$ cat src/rtl/ring_pattern_pkg.sv
// rtl/ring_pattern_pkg.sv - shared mode encodings and helpers for the ring pattern counter
package ring_pattern_pkg;

    typedef enum logic [1:0] {
        MODE_RING    = 2'b00,
        MODE_JOHNSON = 2'b01,
        MODE_BOUNCE  = 2'b10,
        MODE_HOLD    = 2'b11
    } mode_t;

    // Callers zero-extend narrower patterns; zero-extension never changes one-hotness.
    function automatic logic is_onehot32(input logic [31:0] v);
        return (v != 32'd0) && ((v & (v - 32'd1)) == 32'd0);
    endfunction

endpackage

$ cat src/rtl/tick_gen.sv
// rtl/tick_gen.sv - free-running divider producing a registered one-cycle step-rate pulse
module tick_gen #(
    parameter int DIV = 1000000
) (
    input  logic clk,
    input  logic rst,
    output logic tick
);

    localparam int            CW   = (DIV > 1) ? $clog2(DIV) : 1;
    localparam logic [CW-1:0] LAST = CW'(DIV - 1);

    logic [CW-1:0] div_cnt;

    // tick is registered from the terminal count, so the first pulse lands DIV cycles after reset.
    always_ff @(posedge clk) begin
        if (!rst) begin
            div_cnt <= '0;
            tick    <= 1'b0;
        end else begin
            tick    <= (div_cnt == LAST);
            div_cnt <= (div_cnt == LAST) ? '0 : div_cnt + 1'b1;
        end
    end

endmodule

$ cat src/rtl/ring_pattern_counter.sv
// rtl/ring_pattern_counter.sv - ring / Johnson / bounce pattern generator stepped by a divided tick
module ring_pattern_counter
    import ring_pattern_pkg::*;
#(
    parameter int WIDTH = 8,
    parameter int DIV   = 1000000
) (
    input  logic             clk,
    input  logic             rst,
    input  logic             en,
    input  logic [1:0]       mode,
    input  logic             dir,
    input  logic             load,
    input  logic [WIDTH-1:0] load_val,
    output logic [WIDTH-1:0] count,
    output logic             tick,
    output logic             wrap
);

    localparam logic [WIDTH-1:0] INIT = {1'b1, {(WIDTH-1){1'b0}}};

    mode_t            mode_q;
    logic             step;
    logic             onehot;
    logic             up;
    logic             next_up;
    logic [WIDTH-1:0] next_count;

    tick_gen #(
        .DIV (DIV)
    ) u_tick_gen (
        .clk  (clk),
        .rst  (rst),
        .tick (tick)
    );

    assign mode_q = mode_t'(mode);
    assign step   = tick & en & (mode_q != MODE_HOLD) & ~load;
    assign onehot = is_onehot32(32'(count));

    always_comb begin
        next_count = count;
        next_up    = up;
        case (mode_q)
            MODE_RING: begin
                if (!onehot) begin
                    next_count = INIT;
                    next_up    = 1'b0;
                end else if (dir) begin
                    next_count = {count[0], count[WIDTH-1:1]};
                end else begin
                    next_count = {count[WIDTH-2:0], count[WIDTH-1]};
                end
            end
            MODE_JOHNSON: begin
                if (dir) begin
                    next_count = {~count[0], count[WIDTH-1:1]};
                end else begin
                    next_count = {count[WIDTH-2:0], ~count[WIDTH-1]};
                end
            end
            MODE_BOUNCE: begin
                if (!onehot) begin
                    next_count = INIT;
                    next_up    = 1'b0;
                end else begin
                    // Direction flips at either end before the shift, so the end bits are visited once.
                    if (count[WIDTH-1]) begin
                        next_up = 1'b0;
                    end else if (count[0]) begin
                        next_up = 1'b1;
                    end
                    next_count = next_up ? (count << 1) : (count >> 1);
                end
            end
            default: begin
            end
        endcase
    end

    always_ff @(posedge clk) begin
        if (!rst) begin
            count <= INIT;
            up    <= 1'b0;
            wrap  <= 1'b0;
        end else if (load) begin
            count <= load_val;
            wrap  <= 1'b0;
        end else if (step) begin
            count <= next_count;
            up    <= next_up;
            wrap  <= (next_count == INIT);
        end else begin
            wrap  <= 1'b0;
        end
    end

endmodule

$ cat config.mk
export PLATFORM = sky130hd
export DESIGN_NAME = ring_pattern_counter
export DESIGN_NICKNAME = d
export VERILOG_FILES = /design/src/rtl/ring_pattern_pkg.sv /design/src/rtl/tick_gen.sv /design/src/rtl/ring_pattern_counter.sv
export SDC_FILE = /design/constraint.sdc
export NUM_CORES = 1
export LEC_CHECK = 0
export CELL_PAD_IN_SITES_DETAIL_PLACEMENT = 2
export CELL_PAD_IN_SITES_GLOBAL_PLACEMENT = 2
export CORE_MARGIN = 4
export CORE_UTILIZATION = 36
export DETAILED_ROUTE_END_ITERATION = 7
export PLACE_DENSITY_LB_ADDON = 0.1
export SLEW_MARGIN = 0
export SYNTH_ARGS = -nofsm -noshare
export SYNTH_HDL_FRONTEND = slang
export SYNTH_HIERARCHICAL = 1
export SYNTH_SLANG_ARGS = --single-unit
$ cat constraint.sdc
create_clock -name clk -period 3.7 [get_ports clk]
set_input_delay 0.555 -clock clk [delete_from_list [all_inputs] [get_ports clk]]
set_output_delay 0.555 -clock clk [all_outputs]
set_load 0.1 [all_outputs]
==> results.toml, run 1 <==
[run_status]
run_status = "complete, no violations"

[timing]
fmax_mhz = 361.3
report.final.hold_viol_count = 0
slew_viol_final = 0
layout_worst_path_cycle_share = 0.7481
skew_ps = 4.849
setup_ws_ps = 932.2
worst_slew_margin_rel = 0.3411
setup_viol = 0
tightest_slew_ps = 985.2
fin_worst_hold_slack_ps = 473.6
post-route-min-period_ps = 2768
post_route_setup_tns_ps = 0
grt_setup_unrepaired = "false"

[die]
floorplan.rows = 27
ios = 25
fp.coreArea_um2 = 5574
floorplan.die.width_um = 84.23
start_util = 0.3753
fp.dieArea_um2 = 7095
die_y_um = 84.23

[drt]
route.detailed.vias_per_inst = 5.761
wirelength_um = 6520
detailroute.via_count = 2005
drt_first_iter_violations = 112
detailedRoute.firstPassIterationCount = 4
route.antenna.remaining_nets = 0
routed_wire_length_per_instance_um = 18.74
drcViolationCount = 0

[final_layout]
design_area_final_um2 = 2420
antenna_cells_inserted = 0
ff_latch_area_um2 = 620.6
multiInputGateArea_um2 = 1329
final_core_utilization = 0.4341
final_common_cell = "sky130_fd_sc_hd__dfxtp_1"
areaGrowthSynthToFinish_pct = 15.67
ratio_of_cells_with_drive_above_1_in_the_final_layout = 0.1196
layout.cells.most_common_list = "sky130_fd_sc_hd__dfxtp_1, sky130_fd_sc_hd__clkdlybuf4s50_1, sky130_fd_sc_hd__nor2_1"
fin_nets = 291
n_fill_cell = 667

[synthesis]
ys.warnings.count = 6
synth_top_cell_area_share = 0.2967
async_flop_share = 0
synth_area_per_cell_um2 = 8.140
synth_enable_flop_cells = 0
sequential_area_share_after_synthesis = 0.2967
post_synth_instance_area_um2 = 2092
yosys_register_bits = 31
mappedNetlistNets = 273
gate_count_after_technology_mapping = 257
netlist_top_cells_area = "sky130_fd_sc_hd__dfxtp_1, sky130_fd_sc_hd__mux2i_1, sky130_fd_sc_hd__xnor2_1, sky130_fd_sc_hd__nor2_1, sky130_fd_sc_hd__nand2_1"
synth-main-ff-cell = "sky130_fd_sc_hd__dfxtp_1"
synth_top_cell_by_area = "sky130_fd_sc_hd__dfxtp_1"
ys_types = 60

[grt]
grt_first_pass_wirelength_um = 10870
grt_overflow_total = 0
use_met2 = 0.3070
grt_max_degree = 21
busiest_layer = "met2"
use_met1 = 0.2559
grtUsageTotal = 0.1880
number_of_antenna_violations_at_the_first_check_in_global_routing = 0
groute.layer.met3.usage = 0.04122
first_global_vias = 2109

[clock_tree]
cts_setup_buffers = 0
postCtsResizedCells = 0
clock_path_buffers = 2
worstSkewPairLatency_ps = 290
cts_root_buffer = "sky130_fd_sc_hd__clkbuf_8"
tritoncts_buffer_count = 5
clock-sinks = 31
tritoncts_clock_tree = "built"
hold_fix_buffers_at_cts = 0
cts.clk_slew.worst_paths_ps = 70
htree_levels = 2

[critical_path]
r2r_end = "u_tick_gen/div_cnt[9]"
timing.reg2reg.setup_slack_ps = 1330
rr_worst_depth = 6
timing.setup.critical_path_class = "flip-flop to output pin"
cp_slowest_cell = "sky130_fd_sc_hd__clkdlybuf4s50_1"
cp-endpoint = "count[1]"
critical_path.cell_chain = "clkdlybuf4s50_1"
crit_path_start_kind = "flip-flop"
worst_setup_path_startpoint = "count[1]"
critPathMaxFanout = 11
setup.worst_path.end_class = "output pin"
worst_r2r_startpoint = "u_tick_gen/div_cnt[0]"
worst-path-stages = 1
critPathBufInv = 1
arrival_ps = 2210
timing.critical_path.max_delay_family = "buffers and inverters"
max_stage_delay_ps = 1250
critPathRequiredTime_ps = 3140

[power]
power.density_nw_per_um2 = 331.2
worst_ir_drop_vdd_v = 0.0001595
total_leakage_power_uw = 0.0008017

[placement]
port_buffers = 24
dpl_cell_area_um2 = 2336
dpl.hpwl_um = 4645
detailedPlace.worstSlack_ps = 849.9
place.gp.congestion = 0.8451

[worst_hold_path]
min_path_type = "flip-flop to flip-flop"

[job]
max-cap-violations = 0
power breakdown:
| part | total, µW | switching, µW | internal, µW |
|---|---|---|---|
| sequential | 366 | 24.0 | 342 |
| combinational | 170 | 110 | 59.5 |
| clock | 266 | 137 | 129 |
| total | 801 | 271 | 530 |
per-stage QoR:
step                instances  power (µW)
CTS                       348       806.1
finish                    348       801.4
detailed placement        340       541.5
floorplan                 257       492.5
global route              348       843.6
global placement          340       536.7
Yosys cell counts (all sizes together) (2+ instances only):
cell type	n
nand4b	2
a211o	2
o22ai	2
a21oi	16
o311ai	2
a32o	2
nor2b	4
o211a	2
o31ai	7
a31oi	3
nor3b	2
mux2i	9
nor4b	3
a211oi	4
a21o	2
xnor2	10
nand2	22
xor2	2
nand3	9
dfxtp	31
nor4	5
clkbuf	4
o2111ai	2
o21ai	13
nor3	6
inv	8
buf	12
or3	7
nand4	6
or4	4
nor2	34
and2	4
cell families (layout without fill, tap and decap cells):
group | count (synthesis) | after routing | synth area share
adder cells (fa/ha/maj) | 1 | 1 | 0.005980
multiplexers | 10 | 10 | 0.04845
XOR/XNOR | 12 | 12 | 0.05024
AO/OA/AOI/OAI | 65 | 65 | 0.2237
AND/OR/NAND/NOR | 113 | 113 | 0.3068
buffers and inverters | 25 | 44 | 0.06818
flip-flops | 31 | 31 | 0.2967
sequential cells by signal, summed over array words and instances (netlist names):
register / flops
up: 1
u_tick_gen/tick: 1
u_tick_gen/div_cnt: 20
wrap: 1
count: 8
final cells by class:
type                       count  area share
multi-input combinational    201      0.5491
sequential                    31      0.2565
timing repair buffer          27      0.1086
tap                           72     0.03723
clock buffer                   5     0.02844
inverter                       9     0.01396
clock inverter                 3    0.006205
worst min path at each step:
stage / cells past startpoint / from / to
after floorplan: 1 / u_tick_gen/div_cnt[0] / u_tick_gen/div_cnt[0]
after global placement: 1 / u_tick_gen/div_cnt[0] / u_tick_gen/div_cnt[0]
after detailed placement: 1 / u_tick_gen/div_cnt[0] / u_tick_gen/div_cnt[0]
after CTS: 1 / u_tick_gen/div_cnt[0] / u_tick_gen/div_cnt[0]
after global routing: 2 / u_tick_gen/div_cnt[19] / u_tick_gen/div_cnt[19]
final: 1 / u_tick_gen/div_cnt[0] / u_tick_gen/div_cnt[0]
layer usage:
layer	wire length [µm]	vias to the layer above
met5	0	-
met4	46	0
met3	231	7
met2	2953	38
met1	3289	983
li1	-	977
Note: power is estimated with default switching activity, not from simulation.
==> run 2, diff against run 1 <==
--- a/config.mk
+++ b/config.mk
@@ -8,7 +8,7 @@
 export CELL_PAD_IN_SITES_DETAIL_PLACEMENT = 2
 export CELL_PAD_IN_SITES_GLOBAL_PLACEMENT = 2
 export CORE_MARGIN = 4
-export CORE_UTILIZATION = 36
+export CORE_UTILIZATION = 30
 export DETAILED_ROUTE_END_ITERATION = 7
 export PLACE_DENSITY_LB_ADDON = 0.1
 export SLEW_MARGIN = 0
==> constraint.sdc (replaced) <==
create_clock -name clk -period 2.3 [get_ports clk]
set_input_delay 0.345 -clock clk [delete_from_list [all_inputs] [get_ports clk]]
set_output_delay 0.345 -clock clk [all_outputs]
set_load 0.1 [all_outputs]
==> run 2 against run 1 <==
  * Design area is 7.5% higher
  * Sequential share of layout area down 1.7 points
  * Register-to-register slack worse by 1000 ps
  * Combinational power increased by 83%
  * Cell count up 12%
  * Hold slack better by 2.1 ps
  * Wire length up 10%
  * Clock power rose by 100%
  * Sequential cell count stayed put
  * Die area increased by 18%
  * Core utilization decreased by 5.1 points
  * Critical endpoint is now wrap
==> results.toml, run 2 (synthesized netlist as in run 1, its figures left out) <==
[die]
fp.dieArea_um2 = 8373
ios = 25
floorplan.die.width_um = 91.51
fp.coreArea_um2 = 6794
start_util = 0.3079
floorplan.rows = 30
die_y_um = 91.51

[critical_path]
timing.setup.critical_path_class = "input pin to flip-flop"
worst_r2r_startpoint = "u_tick_gen/div_cnt[0]"
timing.critical_path.max_delay_family = "simple AND/OR/NAND/NOR gates"
critical_path.cell_chain = "clkdlybuf4s50_1 -> buf_12 -> and2_1 -> o31a_1 -> a32oi_1 -> nand4_1 -> or4_1 -> a21oi_2"
timing.reg2reg.setup_slack_ps = 300
crit_path_start_kind = "input pin"
setup.worst_path.end_class = "flip-flop"
rr_worst_depth = 6
arrival_ps = 2280
cp_slowest_cell = "sky130_fd_sc_hd__clkdlybuf4s50_1"
critPathRequiredTime_ps = 2530
r2r_end = "u_tick_gen/div_cnt[11]"
max_stage_delay_ps = 440
critPathBufInv = 2
critPathMaxFanout = 17

[worst_hold_path]
min_path_type = "flip-flop to flip-flop"
holdCritStartpoint = "u_tick_gen/div_cnt[0]"
hold-path-endpoint = "u_tick_gen/div_cnt[0]"
hold_path_depth = 1

[timing]
fmax_mhz = 485.6
worst_slew_margin_rel = 0.6770
report.final.hold_viol_count = 0
layout_worst_path_cycle_share = 0.8954
post-route-min-period_ps = 2059
slew_viol_final = 0
tightest_slew_ps = 472.4
skew_ps = 7.136
setup_ws_ps = 240.5
setup_viol = 0
fin_worst_hold_slack_ps = 475.7
grt_setup_unrepaired = "false"

[drt]
drcViolationCount = 0
route.layer.met1.wl_um = 3346
route.detailed.vias_per_inst = 5.333
wirelength_um = 7177
drt_first_iter_violations = 105
detailroute.via_count = 2080
highest_layer = "met4"
routed_wire_length_per_instance_um = 18.40
detailedRoute.firstPassIterationCount = 4
route.antenna.remaining_nets = 0
routed-wl-met3_um = 146
met2_length_um = 3608

[final_layout]
n_fill_cell = 787
final_common_cell = "sky130_fd_sc_hd__buf_4"
antenna_cells_inserted = 0
layout.cells.most_common_list = "sky130_fd_sc_hd__buf_4, sky130_fd_sc_hd__dfxtp_1, sky130_fd_sc_hd__nor2_1"
registers.top_by_ff_count = "u_tick_gen/div_cnt"
layoutNonFillerInstCount = 390
areaGrowthSynthToFinish_pct = 24.34
ratio_of_cells_with_drive_above_1_in_the_final_layout = 0.2109
layout_top_registers = "u_tick_gen/div_cnt: 20 flops, count: 8 flops"
largest_register_ffs = 20
fin_nets = 310

[grt]
grtUsageTotal = 0.1741
first_global_vias = 2130
number_of_antenna_violations_at_the_first_check_in_global_routing = 0
grt_overflow_total = 0
grt_max_degree = 19
grt_first_pass_wirelength_um = 11450

[job]
max-cap-violations = 0

[clock_tree]
worstSkewPairLatency_ps = 290
cts_setup_buffers = 0
postCtsResizedCells = 0
cts.clk_slew.worst_paths_ps = 60
htree_levels = 2
tritoncts_clock_tree = "built"
clock_path_buffers = 2
cts_root_buffer = "sky130_fd_sc_hd__clkbuf_8"
tritoncts_buffer_count = 5
hold_fix_buffers_at_cts = 0
clock-sinks = 31

[power]
power.density_nw_per_um2 = 549.2
switching_share = 0.3107
p_clk_frac = 0.378
power.share.combinational = 0.218
worst_ir_drop_vdd_v = 0.0002688
seqPwrFrac = 0.404
cell_internal_pwr_uw = 984.7
p_sw_uw = 443.9
total_leakage_power_uw = 0.0009190

[placement]
dpl.hpwl_um = 5344
dp.cells = 383
port_buffers = 24
detailedPlace.worstSlack_ps = -37.60
place.gp.congestion = 0.7932

[run_status]
run_status = "complete, no violations"
[run 2: cell types whose count changed in the layout (fill, tap and decap cells not counted), moves of 2 or more]
cell / change
sky130_fd_sc_hd__buf_4: +28
sky130_fd_sc_hd__clkdlybuf4s50_1: -10
sky130_fd_sc_hd__clkinv_2: -3
sky130_fd_sc_hd__dfxtp_1: -2
sky130_fd_sc_hd__dfxtp_2: +2
[run 2: final cells by class]
cell class              count  area, µm²  area share
clock inverters             1      30.03     0.01154
repair buffers             46      392.9      0.1510
flip-flops and latches     31      623.1      0.2395
clock buffers               6      72.57     0.02790
multi-input cells         201       1329      0.5108
inverters                   9      33.78     0.01299
well taps                  96      120.1     0.04618
[run 2: worst max path at each step]
stage	from	end	slack, ps	cells after the start
floorplan	count[3]	count[7]	30	7
global placement	mode[1]	wrap	-8	6
detailed placement	mode[1]	wrap	-40	6
CTS	dir	wrap	240	8
global route	dir	wrap	120	9
finish	dir	wrap	240	8
[run 2: power groups by stage]
stage,Clock [µW],Combinational [µW],Sequential [µW]
after floorplan,0,153,640
after CTS,553,313,577
after detailed placement,0,311,589
after global placement,0,307,589
after global routing,573,336,580
final,539,311,578
[run 2: per-layer routing]
metal | up-vias | global-route usage
met5 | - | 0
met3 | 7 | 0.03065
met4 | 0 | 0.04146
met1 | 1027 | 0.2206
li1 | 1020 | -
met2 | 26 | 0.3037
[run 2: stage by stage]
step	total power (µW)	util	cell area, µm²	setup TNS (ps)
floorplan	792.9	-	2095	0
global placement	896.3	0.3678	2499	-7.563
detailed placement	900.2	0.3678	2499	-37.60
CTS	1444	0.3829	2601	0
global route	1489	0.3829	2601	0
finish	1429	0.3829	2601	0
[run 2: worst reg2reg max path, stage by stage, from the launching register on]
cell and delay (ps):
sky130_fd_sc_hd__dfxtp_1 390, sky130_fd_sc_hd__ha_1 240, sky130_fd_sc_hd__nand3_2 190, sky130_fd_sc_hd__or2_4 310, sky130_fd_sc_hd__o41ai_4 360, sky130_fd_sc_hd__buf_4 310
sky130_fd_sc_hd__nor2_1 100
==> run 3, diff against run 2 <==
--- a/config.mk
+++ b/config.mk
@@ -11,6 +11,7 @@
 export CORE_UTILIZATION = 30
 export DETAILED_ROUTE_END_ITERATION = 7
 export PLACE_DENSITY_LB_ADDON = 0.1
+export REMOVE_ABC_BUFFERS = 1
 export SLEW_MARGIN = 0
 export SYNTH_ARGS = -nofsm -noshare
 export SYNTH_HDL_FRONTEND = slang
==> run 3 against run 2 <==
  * Clock power shrank 12%
  * Design area shrank 0.48%
  * Die area unchanged
  * Hold slack better by 11 ps
  * Via count increased by 0.29%
  * Combinational power decreased by 3%
  * Register-to-register slack gained 20 ps
  * Clock-buffer cell count grew 2
  * Cell count stayed put
  * Sequential cell count did not move
  * Sequential share of layout area about the same
  * Critical endpoint unchanged
==> results.toml, run 3 (synthesized netlist as in run 1, its figures left out) <==
[critical_path]
crit_path_start_kind = "input pin"
critical_path.cell_chain = "clkdlybuf4s50_1 -> buf_12 -> and2_1 -> o31a_1 -> a32oi_1 -> nand4_1 -> or4_1 -> a21oi_2"
critPathRequiredTime_ps = 2520
cp_slowest_cell = "sky130_fd_sc_hd__clkdlybuf4s50_1"
timing.setup.critical_path_class = "input pin to flip-flop"
r2r_end = "count[3]"
critPathMaxFanout = 17
max_stage_delay_ps = 450
timing.reg2reg.setup_slack_ps = 320
setup.worst_path.end_class = "flip-flop"
arrival_ps = 2230
worst_r2r_startpoint = "count[0]"
rr_worst_depth = 6

[final_layout]
fin_nets = 309
n_fill_cell = 791
layout_top_registers = "u_tick_gen/div_cnt: 20 flops, count: 8 flops"
areaGrowthSynthToFinish_pct = 23.74
largest_register_ffs = 20
registers.top_by_ff_count = "u_tick_gen/div_cnt"
antenna_cells_inserted = 0
layout.cells.most_common_list = "sky130_fd_sc_hd__dfxtp_1, sky130_fd_sc_hd__buf_4, sky130_fd_sc_hd__nor2_1"
final_common_cell = "sky130_fd_sc_hd__dfxtp_1"
ratio_of_cells_with_drive_above_1_in_the_final_layout = 0.2041
layoutNonFillerInstCount = 390

[drt]
wirelength_um = 6784
route.detailed.vias_per_inst = 5.349
detailroute.via_count = 2086
drt_first_iter_violations = 29
routed_wire_length_per_instance_um = 17.39
route.antenna.remaining_nets = 0
drcViolationCount = 0
detailedRoute.firstPassIterationCount = 4

[worst_hold_path]
min_path_type = "flip-flop to flip-flop"
hold-path-endpoint = "u_tick_gen/div_cnt[0]"
hold_path_depth = 1
holdCritStartpoint = "u_tick_gen/div_cnt[0]"

[grt]
grt_first_pass_wirelength_um = 11700
first_global_vias = 2278
grt_max_degree = 19
grt_overflow_total = 0
number_of_antenna_violations_at_the_first_check_in_global_routing = 0
grtUsageTotal = 0.1733

[timing]
setup_viol = 0
layout_worst_path_cycle_share = 0.8736
grt_setup_unrepaired = "false"
fmax_mhz = 497.7
slew_viol_final = 0
worst_slew_margin_rel = 0.6599
report.final.hold_viol_count = 0
post-route-min-period_ps = 2009
skew_ps = 3.562
fin_worst_hold_slack_ps = 486.7
tightest_slew_ps = 509.4

[clock_tree]
cts_root_buffer = "sky130_fd_sc_hd__clkbuf_8"
clock_path_buffers = 2
tritoncts_buffer_count = 5
clock-sinks = 31
tritoncts_clock_tree = "built"
hold_fix_buffers_at_cts = 0
cts.clk_slew.worst_paths_ps = 70
postCtsResizedCells = 0
htree_levels = 2
worstSkewPairLatency_ps = 280
cts_setup_buffers = 0

[power]
total_leakage_power_uw = 0.0009123
power.density_nw_per_um2 = 523.7
worst_ir_drop_vdd_v = 0.0002979

[die]
start_util = 0.3079
ios = 25
die_y_um = 91.51
fp.coreArea_um2 = 6794
floorplan.die.width_um = 91.51
fp.dieArea_um2 = 8373
floorplan.rows = 30

[placement]
dpl.hpwl_um = 5322
port_buffers = 24
dp.cells = 382
place.gp.congestion = 0.8634

[run_status]
run_status = "complete, no violations"

[job]
max-cap-violations = 0
## run 3: per-layer routing
metal | wire [µm] | track usage | up-vias
met3 | 187 | 0.02568 | 13
li1 | - | - | 1015
met2 | 3458 | 0.3092 | 26
met5 | 0 | 0 | -
met1 | 2986 | 0.2073 | 1032
met4 | 152 | 0.06533 | 0
## run 3: per-stage QoR
stage | setup slack [ps] | total power (µW) | area (µm²) | TNS, ps | utilization
floorplan | -100.1 | 761.4 | 1983 | -123.6 | -
global placement | 41.01 | 895.2 | 2489 | 0 | 0.3663
detailed placement | 12.73 | 896.6 | 2489 | 0 | 0.3663
CTS | 300.6 | 1384 | 2589 | 0 | 0.3810
global route | 102.7 | 1436 | 2589 | 0 | 0.3810
finish | 290.7 | 1356 | 2589 | 0 | 0.3810
## run 3: worst max-delay path by stage
stage | endpoint | start
3_5_place_dp | wrap | dir
4_1_cts | wrap | mode[1]
6_report | wrap | dir
2_1_floorplan | wrap | count[0]
3_3_place_gp | wrap | mode[1]
5_1_grt | wrap | count[0]
## run 3: final cells by class
cell class,instances,area (µm²),area share
multi-input cells,201,1329,0.5133
flip-flops and latches,31,620.6,0.2397
inverters,9,33.78,0.01305
clock buffers,8,100.1,0.03867
repair buffers,45,385.4,0.1489
well taps,96,120.1,0.04640
## run 3: power breakdown
group | switching [µW] | internal (µW) | leakage (µW)
logic | 188 | 113 | 0.000609
clock network | 199 | 273 | 0.0000515
registers | 31.8 | 550 | 0.000252
## run 3: worst max-delay path: cells and delay by family
| kind | cells | cell delay (ps) |
|---|---|---|
| AND/OR/NAND/NOR | 3 | 710 |
| buffers and inverters | 2 | 620 |
| AO/OA/AOI/OAI | 3 | 550 |
